**src/rtl/vec_addsub_pipe_if.sv**
```systemverilog
// Request/response bundle for the SIMD add/subtract unit.
//
// Handshake (both sides): a transfer happens on a rising edge where
// valid && ready are both high. While valid is high and ready is low the
// producer holds valid and its payload stable. A ready never depends on
// the valid of the same side.
interface vec_addsub_pipe_if #(
    parameter int DATA_W = 128
) ();
    localparam int NBYTE = DATA_W / 8;

    // request side
    logic              in_valid;
    logic              in_ready;
    logic [2:0]        op;
    logic [1:0]        sew;
    logic [DATA_W-1:0] a;
    logic [DATA_W-1:0] b;
    logic [DATA_W-1:0] vd_old;
    logic [NBYTE-1:0]  mask;

    // response side
    logic              out_valid;
    logic              out_ready;
    logic [DATA_W-1:0] result;
    logic              sat;

    modport slave (
        input  in_valid, op, sew, a, b, vd_old, mask, out_ready,
        output in_ready, out_valid, result, sat
    );

    modport master (
        output in_valid, op, sew, a, b, vd_old, mask, out_ready,
        input  in_ready, out_valid, result, sat
    );
endinterface

```
**src/rtl/vec_addsub_pipe.sv**
```systemverilog
// Two-stage SIMD integer add/subtract unit. Stage 1 runs a segmented
// byte carry chain (segments follow the element width); stage 2 applies
// per-element saturation and merges masked-off elements from vd_old.
module vec_addsub_pipe #(
    parameter int DATA_W = 128
) (
    input  logic              clk,
    input  logic              reset_n,
    vec_addsub_pipe_if.slave  bus
);
    localparam int NBYTE = DATA_W / 8;

    localparam logic [2:0] OP_ADD   = 3'b000;
    localparam logic [2:0] OP_SUB   = 3'b001;
    localparam logic [2:0] OP_RSUB  = 3'b010;
    localparam logic [2:0] OP_SADDU = 3'b011;
    localparam logic [2:0] OP_SADD  = 3'b100;
    localparam logic [2:0] OP_SSUBU = 3'b101;
    localparam logic [2:0] OP_SSUB  = 3'b110;

    // ---------------- handshake control ----------------
    logic s1_valid;
    logic out_valid_q;
    logic s2_en;
    logic s1_en;

    assign s2_en        = !out_valid_q || bus.out_ready;
    assign s1_en        = !s1_valid || s2_en;
    assign bus.in_ready = s1_en;

    // ---------------- stage 0: operand prep + carry chain ----------------
    logic              sub_form;
    logic              rsub_form;
    logic              cin_op;
    logic [1:0]        sew_eff;
    logic [DATA_W-1:0] opx;
    logic [DATA_W-1:0] opy;

    // Select effective operands; subtract forms invert one side and inject carry 1.
    always_comb begin
        sub_form  = (bus.op == OP_SUB) || (bus.op == OP_SSUBU) || (bus.op == OP_SSUB);
        rsub_form = (bus.op == OP_RSUB);
        cin_op    = sub_form || rsub_form;
        sew_eff   = (bus.sew == 2'b11) ? 2'b10 : bus.sew;
        opx       = rsub_form ? bus.b : bus.a;
        opy       = rsub_form ? ~bus.a : (sub_form ? ~bus.b : bus.b);
    end

    logic [DATA_W-1:0] sum;
    logic [NBYTE-1:0]  carry_out;
    logic [NBYTE-1:0]  sign_x;
    logic [NBYTE-1:0]  sign_y;
    logic [NBYTE-1:0]  sign_s;
    logic              chain_c;
    logic              boundary;

    // Byte-wise ripple chain, restarting with the op carry at element boundaries.
    always_comb begin
        sum       = '0;
        carry_out = '0;
        sign_x    = '0;
        sign_y    = '0;
        sign_s    = '0;
        chain_c   = cin_op;
        boundary  = 1'b1;
        for (int k = 0; k < NBYTE; k++) begin
            case (sew_eff)
                2'b00:   boundary = 1'b1;
                2'b01:   boundary = (k % 2 == 0);
                default: boundary = (k % 4 == 0);
            endcase
            if (boundary) begin
                chain_c = cin_op;
            end
            {carry_out[k], sum[8*k +: 8]} = {1'b0, opx[8*k +: 8]} + {1'b0, opy[8*k +: 8]}
                                          + {8'b0, chain_c};
            chain_c   = carry_out[k];
            sign_x[k] = opx[8*k + 7];
            sign_y[k] = opy[8*k + 7];
            sign_s[k] = sum[8*k + 7];
        end
    end

    // ---------------- stage 1 registers ----------------
    // Carry and sign bits are kept per byte; stage 2 only reads the
    // element's top byte, the others are don't-care.
    logic [DATA_W-1:0] s1_sum;
    logic [NBYTE-1:0]  s1_cout;
    logic [NBYTE-1:0]  s1_xs;
    logic [NBYTE-1:0]  s1_ys;
    logic [NBYTE-1:0]  s1_ss;
    logic [2:0]        s1_op;
    logic [1:0]        s1_sew;
    logic [NBYTE-1:0]  s1_mask;
    logic [DATA_W-1:0] s1_vd_old;

    // Stage 1 capture: loads on accept, empties when drained without refill.
    always_ff @(posedge clk or negedge reset_n) begin
        if (!reset_n) begin
            s1_valid  <= 1'b0;
            s1_sum    <= '0;
            s1_cout   <= '0;
            s1_xs     <= '0;
            s1_ys     <= '0;
            s1_ss     <= '0;
            s1_op     <= '0;
            s1_sew    <= '0;
            s1_mask   <= '0;
            s1_vd_old <= '0;
        end else if (s1_en) begin
            s1_valid <= bus.in_valid;
            if (bus.in_valid) begin
                s1_sum    <= sum;
                s1_cout   <= carry_out;
                s1_xs     <= sign_x;
                s1_ys     <= sign_y;
                s1_ss     <= sign_s;
                s1_op     <= bus.op;
                s1_sew    <= sew_eff;
                s1_mask   <= bus.mask;
                s1_vd_old <= bus.vd_old;
            end
        end
    end

    // ---------------- stage 2: saturation + mask merge ----------------
    logic [DATA_W-1:0] s2_result;
    logic              s2_sat;
    logic              t_cout;
    logic              t_xs;
    logic              t_ys;
    logic              t_ss;
    logic              is_top;
    logic              active;
    logic              elem_sat;
    logic [7:0]        sat_byte;

    // Per byte: look up the owning element's top-byte flags and mask bit, then pick the byte.
    always_comb begin
        s2_result = '0;
        s2_sat    = 1'b0;
        t_cout    = 1'b0;
        t_xs      = 1'b0;
        t_ys      = 1'b0;
        t_ss      = 1'b0;
        is_top    = 1'b0;
        active    = 1'b0;
        elem_sat  = 1'b0;
        sat_byte  = '0;
        for (int k = 0; k < NBYTE; k++) begin
            case (s1_sew)
                2'b00: begin
                    t_cout = s1_cout[k];
                    t_xs   = s1_xs[k];
                    t_ys   = s1_ys[k];
                    t_ss   = s1_ss[k];
                    is_top = 1'b1;
                    active = s1_mask[k];
                end
                2'b01: begin
                    t_cout = s1_cout[k | 1];
                    t_xs   = s1_xs[k | 1];
                    t_ys   = s1_ys[k | 1];
                    t_ss   = s1_ss[k | 1];
                    is_top = (k % 2 == 1);
                    active = s1_mask[k / 2];
                end
                default: begin
                    t_cout = s1_cout[k | 3];
                    t_xs   = s1_xs[k | 3];
                    t_ys   = s1_ys[k | 3];
                    t_ss   = s1_ss[k | 3];
                    is_top = (k % 4 == 3);
                    active = s1_mask[k / 4];
                end
            endcase

            elem_sat = 1'b0;
            sat_byte = s1_sum[8*k +: 8];
            case (s1_op)
                OP_SADDU: begin
                    elem_sat = t_cout;
                    sat_byte = 8'hFF;
                end
                OP_SSUBU: begin
                    elem_sat = !t_cout;
                    sat_byte = 8'h00;
                end
                OP_SADD, OP_SSUB: begin
                    elem_sat = (t_xs == t_ys) && (t_ss != t_xs);
                    if (t_xs) sat_byte = is_top ? 8'h80 : 8'h00;
                    else      sat_byte = is_top ? 8'h7F : 8'hFF;
                end
                default: ;
            endcase

            if (!active)       s2_result[8*k +: 8] = s1_vd_old[8*k +: 8];
            else if (elem_sat) s2_result[8*k +: 8] = sat_byte;
            else               s2_result[8*k +: 8] = s1_sum[8*k +: 8];
            s2_sat = s2_sat | (active & elem_sat);
        end
    end

    logic [DATA_W-1:0] result_q;
    logic              sat_q;

    // Output register: advances when empty or consumed, holds during a stall.
    always_ff @(posedge clk or negedge reset_n) begin
        if (!reset_n) begin
            out_valid_q <= 1'b0;
            result_q    <= '0;
            sat_q       <= 1'b0;
        end else if (s2_en) begin
            out_valid_q <= s1_valid;
            if (s1_valid) begin
                result_q <= s2_result;
                sat_q    <= s2_sat;
            end
        end
    end

    assign bus.out_valid = out_valid_q;
    assign bus.result    = result_q;
    assign bus.sat       = sat_q;

    // OP_ADD is the fall-through arm of the op decode above.
    localparam logic [2:0] OP_DEFAULT_ARM = OP_ADD;
endmodule
```
**src/flat_wrapper.sv**
```systemverilog
// flat-port wrapper written by rule: the top's interface ports become plain ports
module vec_addsub_pipe_flat 
#(
    parameter int DATA_W = 128
)
  (clk, reset_n, bus_in_valid, bus_op, bus_sew, bus_a, bus_b, bus_vd_old, bus_mask, bus_out_ready, bus_in_ready, bus_out_valid, bus_result, bus_sat);
  vec_addsub_pipe_if #(.DATA_W(DATA_W)) bus_i ();
  input  logic clk;
  input  logic reset_n;
  input wire logic [$bits(bus_i.in_valid)-1:0] bus_in_valid;
  input wire logic [$bits(bus_i.op)-1:0] bus_op;
  input wire logic [$bits(bus_i.sew)-1:0] bus_sew;
  input wire logic [$bits(bus_i.a)-1:0] bus_a;
  input wire logic [$bits(bus_i.b)-1:0] bus_b;
  input wire logic [$bits(bus_i.vd_old)-1:0] bus_vd_old;
  input wire logic [$bits(bus_i.mask)-1:0] bus_mask;
  input wire logic [$bits(bus_i.out_ready)-1:0] bus_out_ready;
  output wire logic [$bits(bus_i.in_ready)-1:0] bus_in_ready;
  output wire logic [$bits(bus_i.out_valid)-1:0] bus_out_valid;
  output wire logic [$bits(bus_i.result)-1:0] bus_result;
  output wire logic [$bits(bus_i.sat)-1:0] bus_sat;
  assign bus_i.in_valid = bus_in_valid;
  assign bus_i.op = bus_op;
  assign bus_i.sew = bus_sew;
  assign bus_i.a = bus_a;
  assign bus_i.b = bus_b;
  assign bus_i.vd_old = bus_vd_old;
  assign bus_i.mask = bus_mask;
  assign bus_i.out_ready = bus_out_ready;
  assign bus_in_ready = bus_i.in_ready;
  assign bus_out_valid = bus_i.out_valid;
  assign bus_result = bus_i.result;
  assign bus_sat = bus_i.sat;
  vec_addsub_pipe #(.DATA_W(DATA_W)) u_core (.clk(clk), .reset_n(reset_n), .bus(bus_i));
endmodule
```
**config.mk**
```make
export PLATFORM = sky130hd
export DESIGN_NAME = vec_addsub_pipe_flat
export DESIGN_NICKNAME = d
export VERILOG_FILES = /design/src/rtl/vec_addsub_pipe_if.sv /design/src/rtl/vec_addsub_pipe.sv /design/src/flat_wrapper.sv
export SDC_FILE = /design/constraint.sdc
export NUM_CORES = 2
export LEC_CHECK = 0
export CAP_MARGIN = 15
export CELL_PAD_IN_SITES_DETAIL_PLACEMENT = 2
export CELL_PAD_IN_SITES_GLOBAL_PLACEMENT = 2
export CORE_UTILIZATION = 35
export CTS_BUF_LIST = sky130_fd_sc_hd__clkbuf_8
export DETAILED_ROUTE_END_ITERATION = 10
export HOLD_SLACK_MARGIN = 0.05
export PLACE_DENSITY = 0.92
export SLEW_MARGIN = 20
export SYNTH_ARGS = -nofsm -noshare
export SYNTH_HDL_FRONTEND = slang
export SYNTH_SLANG_ARGS = --single-unit
```
**constraint.sdc**
```tcl
create_clock -name clk -period 5.5 [get_ports clk]
set_input_delay 1.1 -clock clk [delete_from_list [all_inputs] [get_ports clk]]
set_output_delay 1.1 -clock clk [all_outputs]
set_load 0.02 [all_outputs]
```
**Word-level counts from Yosys, hierarchy flattened**

Cells that the tools add are included.

- Input port bits: 409
- Memories: 0
- Register bits: 472
- Output and inout port bits: 131
- Word-level logic and storage cells: 334
- Bits in writable memories: 0
- Latch bits: 0
- ROM bits: 0

- Muxes and demuxes: 167
- Multiply operators: 0
- Shifts and indexed selects: 0
- Reductions and logical operators: 46
- Div/mod/pow operators: 0
- Bitwise logic cells: 33
- Add/sub/neg operators: 32
- Equal/unequal tests: 43
- Magnitude comparators: 0

Operators with widths:

| kind | number |
|---|---|
| $mux W8 | 52 |
| $mux W128 | 3 |
| $pmux W8 S3 | 16 |
| $not A128 Y128 | 2 |
| $add A8 B8 Y9 | 16 |
| $add A9 B1 Y9 | 16 |
| $pmux W1 S2 | 30 |
| $mux W1 | 49 |
| $pmux W1 S3 | 16 |
| $logic_not A1 Y1 | 18 |
| $and A1 B1 Y1 | 16 |
| $eq A1 B1 Y1 | 16 |
| $logic_and A1 B1 Y1 | 16 |
| $ne A1 B1 Y1 | 16 |
| $eq A3 B3 Y1 const B | 5 |
| $or A1 B1 Y1 | 15 |
| $eq A3 B2 Y1 const B | 2 |
| $reduce_or A2 Y1 | 3 |
| $logic_or A1 B1 Y1 | 5 |
| $eq A2 B1 Y1 const B | 2 |
| $logic_not A2 Y1 | 2 |
| $reduce_and A2 Y1 | 2 |
| $eq A3 B1 Y1 const B | 1 |
| $eq A2 B2 Y1 const B | 1 |
| $mux W2 | 1 |

**Depth between registers and ports, before layout**

- Word-level depth: 22
- Mapped depth: 43
- Mapped depth without buffers: 41

**Worst setup path before layout**

OpenSTA, ideal clock, no wires.

- Path type: in2reg
- From: input port bus_op[2]
- To: register u_core.s1_cout[7]
- Path buffers: 2
- Stages: 42
- Required time: 5374 ps
- Path slack: -4656 ps
- Arrival time: 10030 ps
- Setup time: 126 ps
- Path through: nor3b_1 > clkbuf_1 > clkbuf_1 > mux2_2 > ha_1 > a21oi_1 > inv_1 > fa_1 > a21o_1 > a21oi_1 > o21bai_1 > a21oi_1 > o21bai_1 > a21oi_1 > a21oi_1 > fa_1 > fa_1 > a21o_1 > [... 6 more ...] > fa_1 > fa_1 > a21o_1 > a21oi_1 > o21bai_1 > a21oi_1 > o21bai_1 > a21oi_1 > a21oi_1 > fa_1 > fa_1 > a21o_1 > a21oi_1 > o21bai_1 > a21oi_1 > nor2b_1 > o21ai_0 > a21oi_1

- Cells in the longest elaborated chain, start to end: 13
- Elaborated cells between the ends (all ways): 21
- Classes of those cells: add/sub (8); eq/ne (4); mux (6); reduce/logical (3)

RTL lines:

| item | line | source |
|---|---|---|
| start, declared | flat_wrapper.sv:11 | `input wire logic [$bits(bus_i.op)-1:0] bus_op;` |
| $eq A3 B1 Y1 or $eq A3 B3 Y1 (tied branches) | vec_addsub_pipe.sv:41 | `sub_form = (bus.op == OP_SUB) \|\| (bus.op == OP_SSUBU) \|\| (bus.op == OP_SSUB);` |
| $logic_or A1 B1 Y1 (2 in series) | vec_addsub_pipe.sv:41 |  |
| $mux W128 (2 in series) | vec_addsub_pipe.sv:46 | `opy = rsub_form ? ~bus.a : (sub_form ? ~bus.b : bus.b);` |
| $add A8 B8 Y9 | vec_addsub_pipe.sv:75 | `{carry_out[k], sum[8*k +: 8]} = {1'b0, opx[8*k +: 8]} + {1'b0, opy[8*k +: 8]}` |
| $add A9 B1 Y9 | vec_addsub_pipe.sv:76 | `+ {8'b0, chain_c};` |
| $mux W1 | vec_addsub_pipe.sv:72 | `if (boundary) begin` |
| $add A9 B1 Y9 | vec_addsub_pipe.sv:76 |  |
| $mux W1 | vec_addsub_pipe.sv:72 |  |
| $add A9 B1 Y9 | vec_addsub_pipe.sv:76 |  |
| $mux W1 | vec_addsub_pipe.sv:72 |  |
| $add A9 B1 Y9 * | vec_addsub_pipe.sv:76 |  |
| end signal, assigned | vec_addsub_pipe.sv:114 | `s1_cout <= carry_out;` |
| end, declared | vec_addsub_pipe.sv:88 | `logic [NBYTE-1:0] s1_cout;` |

Mark *: on every way between the ends. The rest lies on a longest branch, timed or not.
A chain may end at the register's enable or synchronous reset.

**Worst setup path in the final report**

- From: input port bus_op[0]
- To: register u_core.s1_cout[7]

Same word-level chain as after synthesis.

==> impl_metrics.ini <==
[logic_synthesis]
synth_top_cell_area_share_pct = 39.62
yosysTopAreaCell = dfrtp_1
synthCells = 3368
syn_nets = 3921
ys_seq_elements = 456
syn-cell-area_mm2 = 0.02880
yosysWarnings = 0
synth.distinct_cells = 72
yosys-top-cells-area = dfrtp_1 (40%), nand2_1 (12%), mux2_2 (6.1%)
synth-edff-count = 0
synthArstFlopShare_pct = 100.0
ys_seq_area_share_pct = 39.62
synth_ff_type = dfrtp_1
syn_avg_cell_area_um2 = 8.551

[routing]
num_vias = 38512
drc_errors = 0
drt_wl_total_um = 250100
dr.first_iter.drc_count = 5790
dr.pass1.iters = 8
vias_per_cell = 7.173
wl_per_cell_um = 46.59
final_antenna_net_count = 0

[timing]
rsz0062_at_grt = yes
clock-skew-final_ps = 89.10
timing.fmax_mhz = 91.65
timing.final.crit_share_pct = 198.4
slew_violations = 16
slew_headroom_pct = -93.12
tns_ps = -275580
period_minus_slack_ps = 10910
layout_setup_ws_ps = -5411
timing_hold_violations_final = 0
tightest_slew_ps = 2879
setup_viol = 101

[flow_run]
maxCapViolations = 3

[clocking]
clk_pin_slew_ps = 90
clock_latency_ps = 840
ctsRootBufferMaster = clkbuf_8
clock_path_buffers = 3
cts_tree = yes
cts_max_level = 3
cts_made_buffers = 85
cts.sinks = 456
holdBufCountCts = 0

[worst_setup_path]
crit_start = bus_op[0]
endpoint = u_core.s1_cout[7]
r2r-start = u_core.s1_sew[1]
crit_type = in -> reg
crit_path_max_fanout = 14
crit_required_ps = 6150
cp-end-kind = flip-flop
crit-reg2reg-capture = u_core.bus.result[36]
worstSetupStartpointType = input pin
cpPeakStageDelay_ps = 510
cp_data_arrival_time_ps = 11560
ff2ff_path_depth = 8
r2r_slack_ps = 700
crit_slowest_cell = a211oi_4
crit_top_cell = a21oi_2

[global_route]
antenna_found_initial = 64
gr-usage-met2_pct = 75.25
grt_usage_pct = 48.15
grt_max_degree = 134
grt-busiest-layer = met2
grtUsageMet3_pct = 16.24
grt.overflow.total = 0
grt_first_pass_wirelength_um = 287500
use_met1_pct = 52.84
grt_pass1_vias = 37876

[placement]
dp_hpwl_um = 119900
gp_congestion = 0.9079
dpl_cell_area_mm2 = 0.03753
post-place-cells = 5067
io_buffers = 539

[layout]
utilization_pct = 51.73
final_area_mm2 = 0.04187
fin_nets = 4731
layout-drive-gt1-share_pct = 23.74
final_cells = 5369
syn_to_final_growth_pct = 45.36
layout_commonest_cell = nand2_1
layout_common_cells = nand2_1 (887), clkdlybuf4s50_1 (534), dfrtp_1 (455)

[outcome]
violations = capacitance limit, slew limit, setup timing
status = finished with violations

[floorplan]
initial_core_util_pct = 35.58
die_area_mm2 = 0.08344
core_mm2 = 0.08094
ioPinCount = 540
dieHeight_um = 288.9
die_w_um = 288.9
num_rows = 104

[power]
leakage_nw = 19.03
ir_drop_mv = 0.2446
p_per_area_mw_per_mm2 = 474.0

[hold_path]
min_path_type = in -> async
-- critical path: cells and delay by family --
| family | cells | cell delay (ps) |
|---|---|---|
| fa+ha+maj | 8 | 3450 |
| simple gates | 2 | 280 |
| buf+inv | 4 | 540 |
| xor+xnor | 1 | 290 |
| compound gates | 29 | 5830 |
-- cell families (layout without fill, tap and decap cells) --
logic type	Yosys count	in the layout	share of synthesized area (%)
buf+inv	267	1141	3.806
fa+ha+maj	144	144	6.986
flops	456	456	39.62
compound gates	850	850	17.74
xor+xnor	196	196	5.960
simple gates	1239	1239	17.67
other cells	0	67	0
mux	216	216	8.215
-- power breakdown --
group | internal [mW] | switching, mW | leakage, nW
Combinational | 3.53 | 6.55 | 12.5
Sequential | 4.25 | 1.48 | 5.55
Clock | 1.88 | 2.17 | 0.994
-- flip-flops by register name (all words and copies together) (netlist names) --
| name | count |
|---|---|
| u_core.s1_ss | 16 |
| u_core.s1_vd_old | 128 |
| u_core.bus.out_valid | 1 |
| u_core.s1_ys | 16 |
| u_core.s1_op | 3 |
| u_core.s1_xs | 16 |
| u_core.bus.sat | 1 |
| u_core.s1_mask | 16 |
| u_core.s1_sew | 2 |
| u_core.s1_sum | 112 |
| u_core.s1_cout | 16 |
| u_core.s1_valid | 1 |
| u_core.bus.result | 128 |
-- synth_stat cells, drive strengths merged, types with 25 or more instances --
cell,count
clkbuf,137
o2bb2ai,35
o21ai,310
a211oi,25
a21o,51
o21bai,39
inv,69
dfrtp,456
o21a,30
a21oi,282
xor2,123
nor2,185
nand2,917
xnor2,73
mux2i,56
ha,116
mux2,160
buf,61
fa,28
-- cell type report --
cell class / count / area [um2]
Clock inverter: 47 / 336.6
Fill cell: 8430 / 39070
Clock buffer: 104 / 1431
Tap cell: 1060 / 1326
Timing Repair Buffer: 921 / 8753
Sequential cell: 456 / 11410
Inverter: 69 / 259.0
Antenna cell: 67 / 167.7
Multi-Input combinational cell: 2645 / 18180
-- through the flow --
step                      setup WS (ps)  hold WS (ps)  power, mW
after floorplan                   -3101         439.0      8.237
after global placement            -4046         451.8      11.55
after detailed placement          -5048         458.0      12.31
after CTS                         -4018         436.9      16.85
after global routing              -5256         436.3      19.63
final                             -5411         364.9      19.85
-- worst min-delay path by stage --
stage / slack, ps / to
floorplan: 440 / u_core.s1_vd_old[64]
CTS: 440 / u_core.s1_vd_old[109]
global placement: 450 / u_core.s1_vd_old[61]
detailed placement: 460 / u_core.s1_vd_old[65]
finish: 360 / u_core.s1_sum[101]
global route: 440 / u_core.s1_sum[101]
-- per-layer routing --
layer / share of wire, % / vias up
li1: - / 13194
met1: 32 / 18588
met2: 40 / 4354
met3: 14 / 2326
met4: 13 / 50
met5: 0.50 / -
-- timing repair --
action	4_1_cts	5_1_grt
endpoints found under the hold margin	0	0
buffers inserted	74	81
setup endpoints to repair	100	94
resized for setup	131	257
pin swaps	56	188
cloned	0	4
Power figures use the tool's default switching activity.
